File: src/rtl/proc_control_if.sv
// Control-to-datapath signal bundle for the 9-bit processor: fetch inputs
// plus every bus, register-file and ALU strobe driven by the control unit.
interface proc_control_if #(
  parameter int DATA_W = 9,
  parameter int NREG   = 8
);
  logic              run;
  logic [DATA_W-1:0] din;
  logic              ir_load;
  logic [NREG-1:0]   rout;
  logic [NREG-1:0]   rin;
  logic              din_out;
  logic              gout;
  logic              gin;
  logic              ain;
  logic [1:0]        alu_en;
  logic              busy;
  logic              done;

  // The control unit is the initiator of every strobe.
  modport master (
    input  run, din,
    output ir_load, rout, rin, din_out, gout, gin, ain, alu_en, busy, done
  );

  // The datapath (or a bench standing in for it) supplies run/din.
  modport slave (
    output run, din,
    input  ir_load, rout, rin, din_out, gout, gin, ain, alu_en, busy, done
  );
endinterface

File: src/rtl/proc_control.sv
// Multi-cycle control unit: fetches a 9-bit instruction and sequences the
// register-file, A, ALU and G strobes over T0..T3 (2 or 4 cycles per op).
module proc_control #(
  parameter int DATA_W = 9,
  parameter int NREG   = 8
) (
  input  logic           clk,
  input  logic           reset,
  proc_control_if.master ctl
);

  typedef enum logic [1:0] {T0, T1, T2, T3} state_t;

  typedef enum logic [1:0] {
    ALU_ZERO = 2'b00,
    ALU_ADD  = 2'b01,
    ALU_SUB  = 2'b10,
    ALU_POP  = 2'b11
  } alu_op_t;

  localparam logic [2:0] OP_MV  = 3'b000;
  localparam logic [2:0] OP_MVI = 3'b001;
  localparam logic [2:0] OP_ADD = 3'b010;
  localparam logic [2:0] OP_SUB = 3'b011;
  localparam logic [2:0] OP_POP = 3'b100;

  state_t            state, state_nxt;
  logic [DATA_W-1:0] ir;

  logic [2:0] op;
  logic [2:0] rx;
  logic [2:0] ry;
  logic       alu_op;

  assign op = ir[8:6];
  assign rx = ir[5:3];
  assign ry = ir[2:0];
  assign alu_op = (op == OP_ADD) || (op == OP_SUB) || (op == OP_POP);

  function automatic logic [NREG-1:0] one_hot(input logic [2:0] idx);
    one_hot = {{(NREG-1){1'b0}}, 1'b1} << idx;
  endfunction

  // State and instruction register. IR only captures in T0 so run is
  // effectively ignored for the rest of the instruction.
  // NOTE: sequential state uses <= so every register samples pre-edge values;
  // blocking here would let later statements see already-updated state.
  always_ff @(posedge clk) begin
    if (reset) begin
      state <= T0;
      ir    <= '0;
    end else begin
      state <= state_nxt;
      if (state == T0 && ctl.run)
        ir <= ctl.din;
    end
  end

  // NOTE: assigning a default before the case keeps this purely combinational;
  // a path that leaves state_nxt unassigned would infer a latch.
  always_comb begin
    state_nxt = state;
    unique case (state)
      T0:      state_nxt = ctl.run ? T1 : T0;
      T1:      state_nxt = alu_op ? T2 : T0;
      T2:      state_nxt = T3;
      T3:      state_nxt = T0;
      default: state_nxt = T0;
    endcase
  end

  // Moore strobes decoded from state and IR; ir_load alone also looks at run.
  always_comb begin
    ctl.ir_load = 1'b0;
    ctl.rout    = '0;
    ctl.rin     = '0;
    ctl.din_out = 1'b0;
    ctl.gout    = 1'b0;
    ctl.gin     = 1'b0;
    ctl.ain     = 1'b0;
    ctl.alu_en  = ALU_ZERO;
    ctl.done    = 1'b0;
    ctl.busy    = (state != T0);

    unique case (state)
      T0: ctl.ir_load = ctl.run;

      T1: begin
        unique case (op)
          OP_MV: begin
            ctl.rout = one_hot(ry);
            ctl.rin  = one_hot(rx);
            ctl.done = 1'b1;
          end
          OP_MVI: begin
            ctl.din_out = 1'b1;
            ctl.rin     = one_hot(rx);
            ctl.done    = 1'b1;
          end
          OP_ADD: begin
            ctl.rout   = one_hot(rx);
            ctl.ain    = 1'b1;
            ctl.alu_en = ALU_ADD;
          end
          OP_SUB: begin
            ctl.rout   = one_hot(rx);
            ctl.ain    = 1'b1;
            ctl.alu_en = ALU_SUB;
          end
          OP_POP: begin
            ctl.rout   = one_hot(ry);
            ctl.ain    = 1'b1;
            ctl.alu_en = ALU_POP;
          end
          default: ctl.done = 1'b1;
        endcase
      end

      // alu_en repeats the T1 value so it never changes around the A load.
      T2: begin
        if (alu_op) begin
          ctl.rout = one_hot(ry);
          ctl.gin  = 1'b1;
          unique case (op)
            OP_ADD:  ctl.alu_en = ALU_ADD;
            OP_SUB:  ctl.alu_en = ALU_SUB;
            default: ctl.alu_en = ALU_POP;
          endcase
        end
      end

      T3: begin
        ctl.gout = 1'b1;
        ctl.rin  = one_hot(rx);
        ctl.done = 1'b1;
      end

      default: ;
    endcase
  end

endmodule
File: src/flat_wrapper.sv
// flat-port wrapper written by rule: the top's interface ports become plain ports
module proc_control_flat 
#(
  parameter int DATA_W = 9,
  parameter int NREG   = 8
)
  (clk, reset, ctl_run, ctl_din, ctl_ir_load, ctl_rout, ctl_rin, ctl_din_out, ctl_gout, ctl_gin, ctl_ain, ctl_alu_en, ctl_busy, ctl_done);
  proc_control_if #(.DATA_W(DATA_W), .NREG(NREG)) ctl_i ();
  input  logic clk;
  input  logic reset;
  input wire logic [$bits(ctl_i.run)-1:0] ctl_run;
  input wire logic [$bits(ctl_i.din)-1:0] ctl_din;
  output wire logic [$bits(ctl_i.ir_load)-1:0] ctl_ir_load;
  output wire logic [$bits(ctl_i.rout)-1:0] ctl_rout;
  output wire logic [$bits(ctl_i.rin)-1:0] ctl_rin;
  output wire logic [$bits(ctl_i.din_out)-1:0] ctl_din_out;
  output wire logic [$bits(ctl_i.gout)-1:0] ctl_gout;
  output wire logic [$bits(ctl_i.gin)-1:0] ctl_gin;
  output wire logic [$bits(ctl_i.ain)-1:0] ctl_ain;
  output wire logic [$bits(ctl_i.alu_en)-1:0] ctl_alu_en;
  output wire logic [$bits(ctl_i.busy)-1:0] ctl_busy;
  output wire logic [$bits(ctl_i.done)-1:0] ctl_done;
  assign ctl_i.run = ctl_run;
  assign ctl_i.din = ctl_din;
  assign ctl_ir_load = ctl_i.ir_load;
  assign ctl_rout = ctl_i.rout;
  assign ctl_rin = ctl_i.rin;
  assign ctl_din_out = ctl_i.din_out;
  assign ctl_gout = ctl_i.gout;
  assign ctl_gin = ctl_i.gin;
  assign ctl_ain = ctl_i.ain;
  assign ctl_alu_en = ctl_i.alu_en;
  assign ctl_busy = ctl_i.busy;
  assign ctl_done = ctl_i.done;
  proc_control #(.DATA_W(DATA_W), .NREG(NREG)) u_core (.clk(clk), .reset(reset), .ctl(ctl_i));
endmodule
File: config.mk
export PLATFORM = sky130hd
export DESIGN_NAME = proc_control_flat
export DESIGN_NICKNAME = d
export VERILOG_FILES = /design/src/rtl/proc_control_if.sv /design/src/rtl/proc_control.sv /design/src/flat_wrapper.sv
export SDC_FILE = /design/constraint.sdc
export NUM_CORES = 1
export LEC_CHECK = 0
export CORE_MARGIN = 4
export CORE_UTILIZATION = 42
export DETAILED_ROUTE_END_ITERATION = 8
export PLACE_DENSITY = 0.78
export SETUP_SLACK_MARGIN = 0.2
export SYNTH_ARGS = -nofsm -noshare
export SYNTH_HDL_FRONTEND = slang
export SYNTH_SLANG_ARGS = --single-unit
File: constraint.sdc
create_clock -name clk -period 5.6 [get_ports clk]
set_clock_uncertainty 0.2 [all_clocks]
set_input_delay 1.68 -clock clk [delete_from_list [all_inputs] [get_ports clk]]
set_output_delay 1.68 -clock clk [all_outputs]
set_load 0.1 [all_outputs]
After elaboration in Yosys (flattened, before gate mapping)
Cells that the tools add are included.
{"block": "word_totals", "reg_bits": 11, "output_inout_bits": 25, "word_cells": 43}
{"block": "op_classes", "n_eq_ne": 7, "shifts": 2, "n_mux": 22, "reduce_logical": 10}
{"operator": "$pmux 8 s2", "n": 3}
{"operator": "$mux 8", "n": 2}
{"operator": "$shl 1x3->8 const A", "n": 2}
{"operator": "$mux 1", "n": 10}
{"operator": "$pmux 2 s2", "n": 2}
{"operator": "$pmux 2 s4", "n": 1}
{"operator": "$eq 3x2->1 const B", "n": 2}
{"operator": "$pmux 2 s3", "n": 1}
{"operator": "$reduce_or 2->1", "n": 3}
{"operator": "$eq 2x2->1 const B", "n": 2}
{"operator": "$mux 2", "n": 2}
{"operator": "$eq 3x1->1 const B", "n": 1}
{"operator": "$eq 3x3->1 const B", "n": 1}
{"operator": "$logic_not 3->1", "n": 1}
{"operator": "$reduce_or 3->1", "n": 1}
{"operator": "$eq 2x1->1 const B", "n": 1}
{"operator": "$logic_not 2->1", "n": 1}
{"operator": "$logic_or 1x1->1", "n": 2}
{"operator": "$pmux 1 s2", "n": 1}
{"operator": "$reduce_bool 2->1", "n": 1}
{"operator": "$logic_and 1x1->1", "n": 1}

Depth between registers and ports, before layout
Gate-level depths: netlist of the first run.
{"block": "depth", "word_depth": 5, "depth_mapped": 6}

Worst setup path after synthesis of the first run
Ideal clock, no wire load.
{"block": "synth_timing", "kind": "register -> output", "from": "register u_core.state[0]", "to": "output port ctl_alu_en[0]", "t_arrival_ps": 3072, "t_required_ps": 3720, "setup_slack_ps": 648, "stages_incl_launch_ff": 6, "path_buffers": 1, "cell_sequence": "dfxtp_1 > inv_1 > ha_1 > clkbuf_2 > o21ai_0 > nor3_1"}
{"block": "synth_between", "elab_chain_len": 2, "word_cells_on_any_way": 3, "classes_between": "eq/ne: 2; mux: 1"}
{"element": "start, declared", "line": "proc_control.sv:27", "source": "state_t state, state_nxt;"}
{"element": "start signal, assigned", "line": "proc_control.sv:53", "source": "state <= state_nxt;"}
{"element": "$eq 2x2->1 or $eq 2x1->1 (tied branches)", "line": "proc_control.sv:85", "source": "unique case (state)"}
{"element": "$pmux 2 s2 (*)", "line": "proc_control.sv:85"}
{"element": "end, declared", "line": "flat_wrapper.sv:20", "source": "output wire logic [$bits(ctl_i.alu_en)-1:0] ctl_alu_en;"}
Every way passes the cells marked *; elsewhere a longest branch is shown, timed or not.

Final worst setup path of the first run
{"block": "layout_timing", "from": "input port ctl_run", "to": "output port ctl_ir_load"}
{"block": "layout_between", "elab_chain_len": 1}
{"element": "start, declared", "line": "flat_wrapper.sv:11", "source": "input wire logic [$bits(ctl_i.run)-1:0] ctl_run;"}
{"element": "$mux 1", "line": "proc_control.sv:85"}
{"element": "end, declared", "line": "flat_wrapper.sv:13", "source": "output wire logic [$bits(ctl_i.ir_load)-1:0] ctl_ir_load;"}
Every way passes these cells.

==> run_results.csv, run 1 <==
group,metric,value,unit
die,fp.dieH,54.57,µm
yosys,synthAdderAreaFrac,0.06868,
grt,grt_use_total,0.1746,
critical_path,cp.buffers_inverters,3,
routing,wire_per_inst,12.76,µm
final_layout,diodes,0,
critical_path,critPathLaunchType,"primary input",
critical_path,reg2reg_slack,3880,ps
timing,tns,0,ps
yosys,synth_nets,143,
yosys,async_reset_ff_frac,0,
timing,period_minus_slack,4734,ps
power_and_ir_drop,vdd_drop_max,0.0001421,V
yosys,synth_cells,126,
yosys,synthMuxAreaShare,0.01099,
clocking,cts_made_buffers,3,
clocking,cts_tree,"done",
critical_path,critPathArrivalTime,2850,ps
routing,ant_nets,0,
final_layout,nets,175,
clocking,cts.htree.levels,1,
critical_path,r2r-start,"u_core.state[0]",
timing,slew_headroom,0.3417,
timing,grt_setup_unrepaired,"no",
clocking,clock-root-buffer,"clkbuf_4",
critical_path,cp_cell_sequence,"clkdlybuf4s50_1, nand2_2, clkinv_1, buf_4",
power_and_ir_drop,powerDensity,173.9,mW/mm²
critical_path,cp.required,3720,ps
yosys,ys_seq_area_frac,0.2418,
yosys,synth_top_area_share,0.2418,
yosys,synth-compound-area-share,0.2294,
critical_path,cp_max_fo,10,
hold_path,hold_path.class,"register to register",
routing,avgViaCountPerCell,5.500,
yosys,synth.most_common_cell,"nand2_1",
die,num_rows,16,
clocking,post_cts_buffers,0,
yosys,ys_top_cells_by_count,"nand2_1 (23), nor2_1 (14), a21oi_1 (11), dfxtp_1 (11), o22ai_1 (8)",
final_layout,fillerInstances,194,
routing,drc,0,
power_and_ir_drop,comb_power_share,0.335,
die,die-area,0.002978,mm²
power_and_ir_drop,p_sw_frac,0.3752,
yosys,synth_ff_type,"dfxtp_1",
grt,grt_pass1_vias,928,
grt,overflow,0,
final_layout,final_util,0.6231,
timing,worst_pin_slew,984.3,ps
critical_path,r2r_cells,6,
critical_path,reg2reg_to,"u_core.ir[2]",
routing,drt-pass1-iter-count,4,
yosys,synth_top_family_by_area,"simple AND/OR/NAND/NOR gates",
die,core-area,0.002002,mm²
final_layout,areaGrowthSynthToFinish,36.95,%
power_and_ir_drop,power.leakage,0.4609,nW
yosys,avgSynthCellArea,7.229,µm²
final_layout,drive_above_1_share,0.1210,
yosys,ys_top_cells_by_area,"dfxtp_1 (24%), nand2_1 (9.5%), ha_1 (6.9%)",
critical_path,max_stage_delay,430,ps
placement,port_buffers,36,
power_and_ir_drop,clkPwrFrac,0.237,
die,initial_core_util,0.4550,
die,fp.dieW,54.57,µm
timing,setup_viol,0,
placement,routabilityCongestion,0.8368,
clocking,post_cts_resized,0,
yosys,synth_edf_count,0,
critical_path,cp_top_family,"buffers and inverters",
yosys,synth_xor_area_frac,0.009615,
die,num_io_pins,37,
critical_path,crit_start,"ctl_run",
run_status,status,"finished clean",
power_and_ir_drop,seq_power_share,0.428,
power_and_ir_drop,p_sw,0.08140,mW
routing,wirelength,2347,µm
timing,finalCritPeriodShare,0.8453,
yosys,netlist_area,910.9,µm²
grt,antenna_found_initial,0,
clocking,clkTransAtPathRegs,60,ps
grt,grt_first_pass_wirelength,3891,µm
power_and_ir_drop,internal-power,0.1356,mW
critical_path,cp.depth,4,
critical_path,crit_slowest_cell,"clkdlybuf4s50_1",
timing,hold_viol_final,0,
routing,drt_iter0_drc,16,
yosys,ys_ff_latch,11,
yosys,yosys_warnings,0,
clocking,clkLatencyLatePin,260,ps
timing,slew_violations,0,
yosys,ys_types,36,
clocking,cts_sinks,11,
yosys,synth-simple-area-share,0.3434,
critical_path,endpoint,"ctl_ir_load",
clocking,ctsHoldBuffers,0,
timing,max_freq,0.2112,GHz
grt,grt_max_degree,12,
critical_path,worstSetupPathType,"primary input to primary output",
placement,post-dp-hpwl,1832,µm
clocking,clockBufferDepth,2,
routing,vias,1012,
job,maxCapViolCount,0,
yosys,synth_area_leader_cell,"dfxtp_1",
critical_path,endpoint_kind,"primary output",
==> logic make-up after synthesis <==
logic type,after synthesis
compound gates,32
xor+xnor,1
fa+ha+maj,5
buf+inv,16
flops,11
mux,1
simple gates,60
==> worst reg2reg max path, cell delays in order, from the launching register on <==
cell and delay [ps]:
dfxtp_1 400, inv_1 120, ha_1 230, nand2_2 170, clkinv_1 250, nand2_1 140, a21oi_1 70
==> stage by stage <==
stage,total power [mW],area (µm²),worst slack (ps),std cells,hold slack [ps]
6_report,0.2170,1247,866.1,184,305.5
5_1_grt,0.2305,1247,739.3,184,333.3
4_1_cts,0.2189,1247,845.5,184,306.4
3_5_place_dp,0.1667,1221,842.2,180,297.2
3_3_place_gp,0.1649,1221,893.8,180,286.0
2_1_floorplan,0.1490,910.9,648.1,126,268.3
==> registers in the layout, indices dropped and copies added (netlist names), named ones only <==
register and count:
u_core.state 1, u_core.ir 9
==> area by class of cell <==
class                      instances  area, µm²  area share
clock buffer                       4      26.28     0.02106
multi-input combinational         99      603.1      0.4834
sequential                        11      220.2      0.1765
timing repair buffer              36      337.8      0.2708
tap                               27      33.78     0.02708
inverter                           7      26.28     0.02106
==> cell usage in the layout (no fill, tap or decap), drive strengths merged, types with 3 or more instances in the layout <==
cell	Yosys	routed
clkdlybuf4s50	0	27
nand2	24	24
nor2	14	14
a21oi	11	11
dfxtp	11	11
buf	4	9
o22ai	8	8
inv	6	6
ha	5	5
nor2b	5	5
clkbuf	5	4
and2	3	3
nand4	3	3
a32oi	3	3
nor3b	3	3
==> how the worst min path moves through the flow <==
stage                   endpoint         start  slack (ps)  cells past startpoint
floorplan           u_core.ir[4]  u_core.ir[4]         270                      2
global placement        register      register         290                      2
detailed placement      register      register         300                      2
CTS                     register      register         310                      2
global route            register      register         330                      2
finish                  register      register         310                      2
==> power by group through the flow <==
| stage | Sequential [mW] | Combinational [mW] | Clock, mW |
|---|---|---|---|
| 2_1_floorplan | 0.0879 | 0.0611 | 0 |
| 3_3_place_gp | 0.0936 | 0.0713 | 0 |
| 3_5_place_dp | 0.0943 | 0.0724 | 0 |
| 4_1_cts | 0.0926 | 0.0727 | 0.0537 |
| 5_1_grt | 0.0940 | 0.0778 | 0.0587 |
| 6_report | 0.0928 | 0.0727 | 0.0515 |
==> routing by layer <==
metal	wire length (µm)	track usage	share of wire	vias up
li1	-	-	-	502
met1	969	0.2092	0.41	450
met2	1120	0.3068	0.48	55
met3	218	0.02452	0.093	5
met4	38	0.07469	0.016	0
met5	0	0	0	-
No activity file was read; power rests on OpenSTA's default activity.
==> run 2: changes to the inputs <==
Clock period 5.6 ns to 4.8 ns, I/O delays scaled along.
==> run 2 against run 1 <==
Against the previous run: first-iteration DRC count up 19%; sequential power is 16% higher; flip-flop and latch count did not move; critical endpoint unchanged; largest power group unchanged.
==> run_results.csv, run 2 (synthesis gave the netlist of run 1 again) <==
group,metric,value,unit
run_status,status,"finished clean",
die,core-area,0.002002,mm²
final_layout,diodes,0,
critical_path,cp_cell_sequence,"clkdlybuf4s50_1, nand2_2, clkinv_1, buf_12",
final_layout,nets,175,
clocking,clockBufferDepth,2,
clocking,post_cts_buffers,0,
final_layout,drive_above_1_share,0.2102,
die,fp.dieH,54.57,µm
die,die-area,0.002978,mm²
clocking,clkLatencyLatePin,260,ps
timing,slew_violations,0,
routing,ant_nets,0,
placement,dpl.cell_count,180,
timing,period_minus_slack,4250,ps
routing,wl_met1,946,µm
die,fp.dieW,54.57,µm
routing,routed.top_layer,"met4",
grt,grt_pass1_vias,811,
hold_path,hold_path.class,"register to register",
final_layout,fillerInstances,192,
routing,wirelength,2174,µm
critical_path,crit_slowest_cell,"clkdlybuf4s50_1",
clocking,cts_tree,"done",
power_and_ir_drop,powerDensity,205.1,mW/mm²
routing,wire_per_inst,11.82,µm
power_and_ir_drop,power.leakage,0.4920,nW
final_layout,regMostFlops,"u_core.ir",
job,maxCapViolCount,0,
clocking,clkTransAtPathRegs,60,ps
routing,met2_length,982,µm
critical_path,cp_top_family,"buffers and inverters",
timing,slew_headroom,0.3553,
routing,drc,0,
critical_path,cp_max_fo,10,
routing,avgViaCountPerCell,5.250,
timing,tns,0,ps
final_layout,layout_commonest_cell,"nand2_1",
clocking,clock-root-buffer,"clkbuf_4",
clocking,cts_made_buffers,3,
grt,grt_first_pass_wirelength,3394,µm
die,num_rows,16,
critical_path,cp.buffers_inverters,3,
final_layout,largestRegisters,"u_core.ir: 9 flops, u_core.state: 1 flops",
critical_path,critPathLaunchType,"primary input",
clocking,post_cts_resized,0,
routing,drt_iter0_drc,19,
final_layout,final_util,0.6156,
final_layout,areaGrowthSynthToFinish,35.30,%
grt,antenna_found_initial,0,
die,num_io_pins,37,
die,initial_core_util,0.4550,
placement,post-dp-hpwl,1763,µm
grt,grt_use_total,0.1497,
grt,grt_max_degree,12,
grt,overflow,0,
timing,max_freq,0.2353,GHz
clocking,cts_sinks,11,
critical_path,max_stage_delay,440,ps
critical_path,critPathArrivalTime,2610,ps
routing,vias,966,
routing,drt-pass1-iter-count,4,
timing,finalCritPeriodShare,0.8853,
placement,port_buffers,36,
timing,hold_viol_final,0,
routing,wl_met3,213,µm
critical_path,worstSetupPathType,"primary input to primary output",
power_and_ir_drop,finalPower,0.2527,mW
power_and_ir_drop,vdd_drop_max,0.0001489,V
clocking,cts.htree.levels,1,
final_layout,seqCellArea,220.2,µm²
final_layout,largest_reg_flops,9,
timing,setup_viol,0,
critical_path,endpoint_kind,"primary output",
timing,grt_setup_unrepaired,"no",
final_layout,multi_input_area,608.1,µm²
timing,worst_pin_slew,964.1,ps
final_layout,layout_common_cells,"nand2_1 (23), buf_4 (21), nor2_1 (14), clkdlybuf4s50_1 (14)",
clocking,ctsHoldBuffers,0,
critical_path,cp.required,3160,ps
placement,routabilityCongestion,0.8878,
final_layout,final_cells,184,
-- run 2: changes by cell type in the layout (fill, tap and decap cells not counted) --
cell,delta
nor3_2,+1
clkdlybuf4s50_1,-13
buf_12,+1
buf_4,+12
nor3_1,-1
-- run 2: path summary, 6_finish.rpt --
kind	from	endpoint	slack (ps)	depth (start not counted)
min reg2reg	register	register	320	2
max	ctl_run	ctl_ir_load	550	4
max reg2reg	u_core.state[0]	u_core.ir[1]	3040	6
min	register	register	320	2
-- run 2: report_power, final --
group	internal, mW	switching, mW
Combinational	0.0304	0.0552
Clock	0.0321	0.0275
Sequential	0.0966	0.0110
-- run 2: per-layer routing --
| metal | GRT usage | vias up |
|---|---|---|
| met3 | 0.02180 | 6 |
| li1 | - | 495 |
| met5 | 0 | - |
| met1 | 0.1765 | 423 |
| met2 | 0.2689 | 42 |
| met4 | 0.05809 | 0 |
-- run 2: worst register-to-register path: stages, from the launching register on --
cell and delay (ps):
dfxtp_1 380, inv_1 110, ha_1 240, nand2_2 170
clkinv_1 290, nand2_1 170, a21oi_1 70
-- run 2: final cells by class --
cell class	count	share of cell area
timing repair buffer	36	0.2579
sequential	11	0.1787
clock buffer	4	0.02132
inverter	7	0.02132
multi-input combinational	99	0.4934
tap	27	0.02741
-- run 2: stage by stage --
stage | setup WS [ps] | hold WS, ps | instance area, µm²
5_1_grt | 451.5 | 362.9 | 1232
4_1_cts | 535.2 | 324.7 | 1232
3_5_place_dp | 549.7 | 315.6 | 1206
3_3_place_gp | 586.0 | 287.8 | 1206
6_report | 550.4 | 318.2 | 1232
2_1_floorplan | 288.2 | 268.3 | 915.9
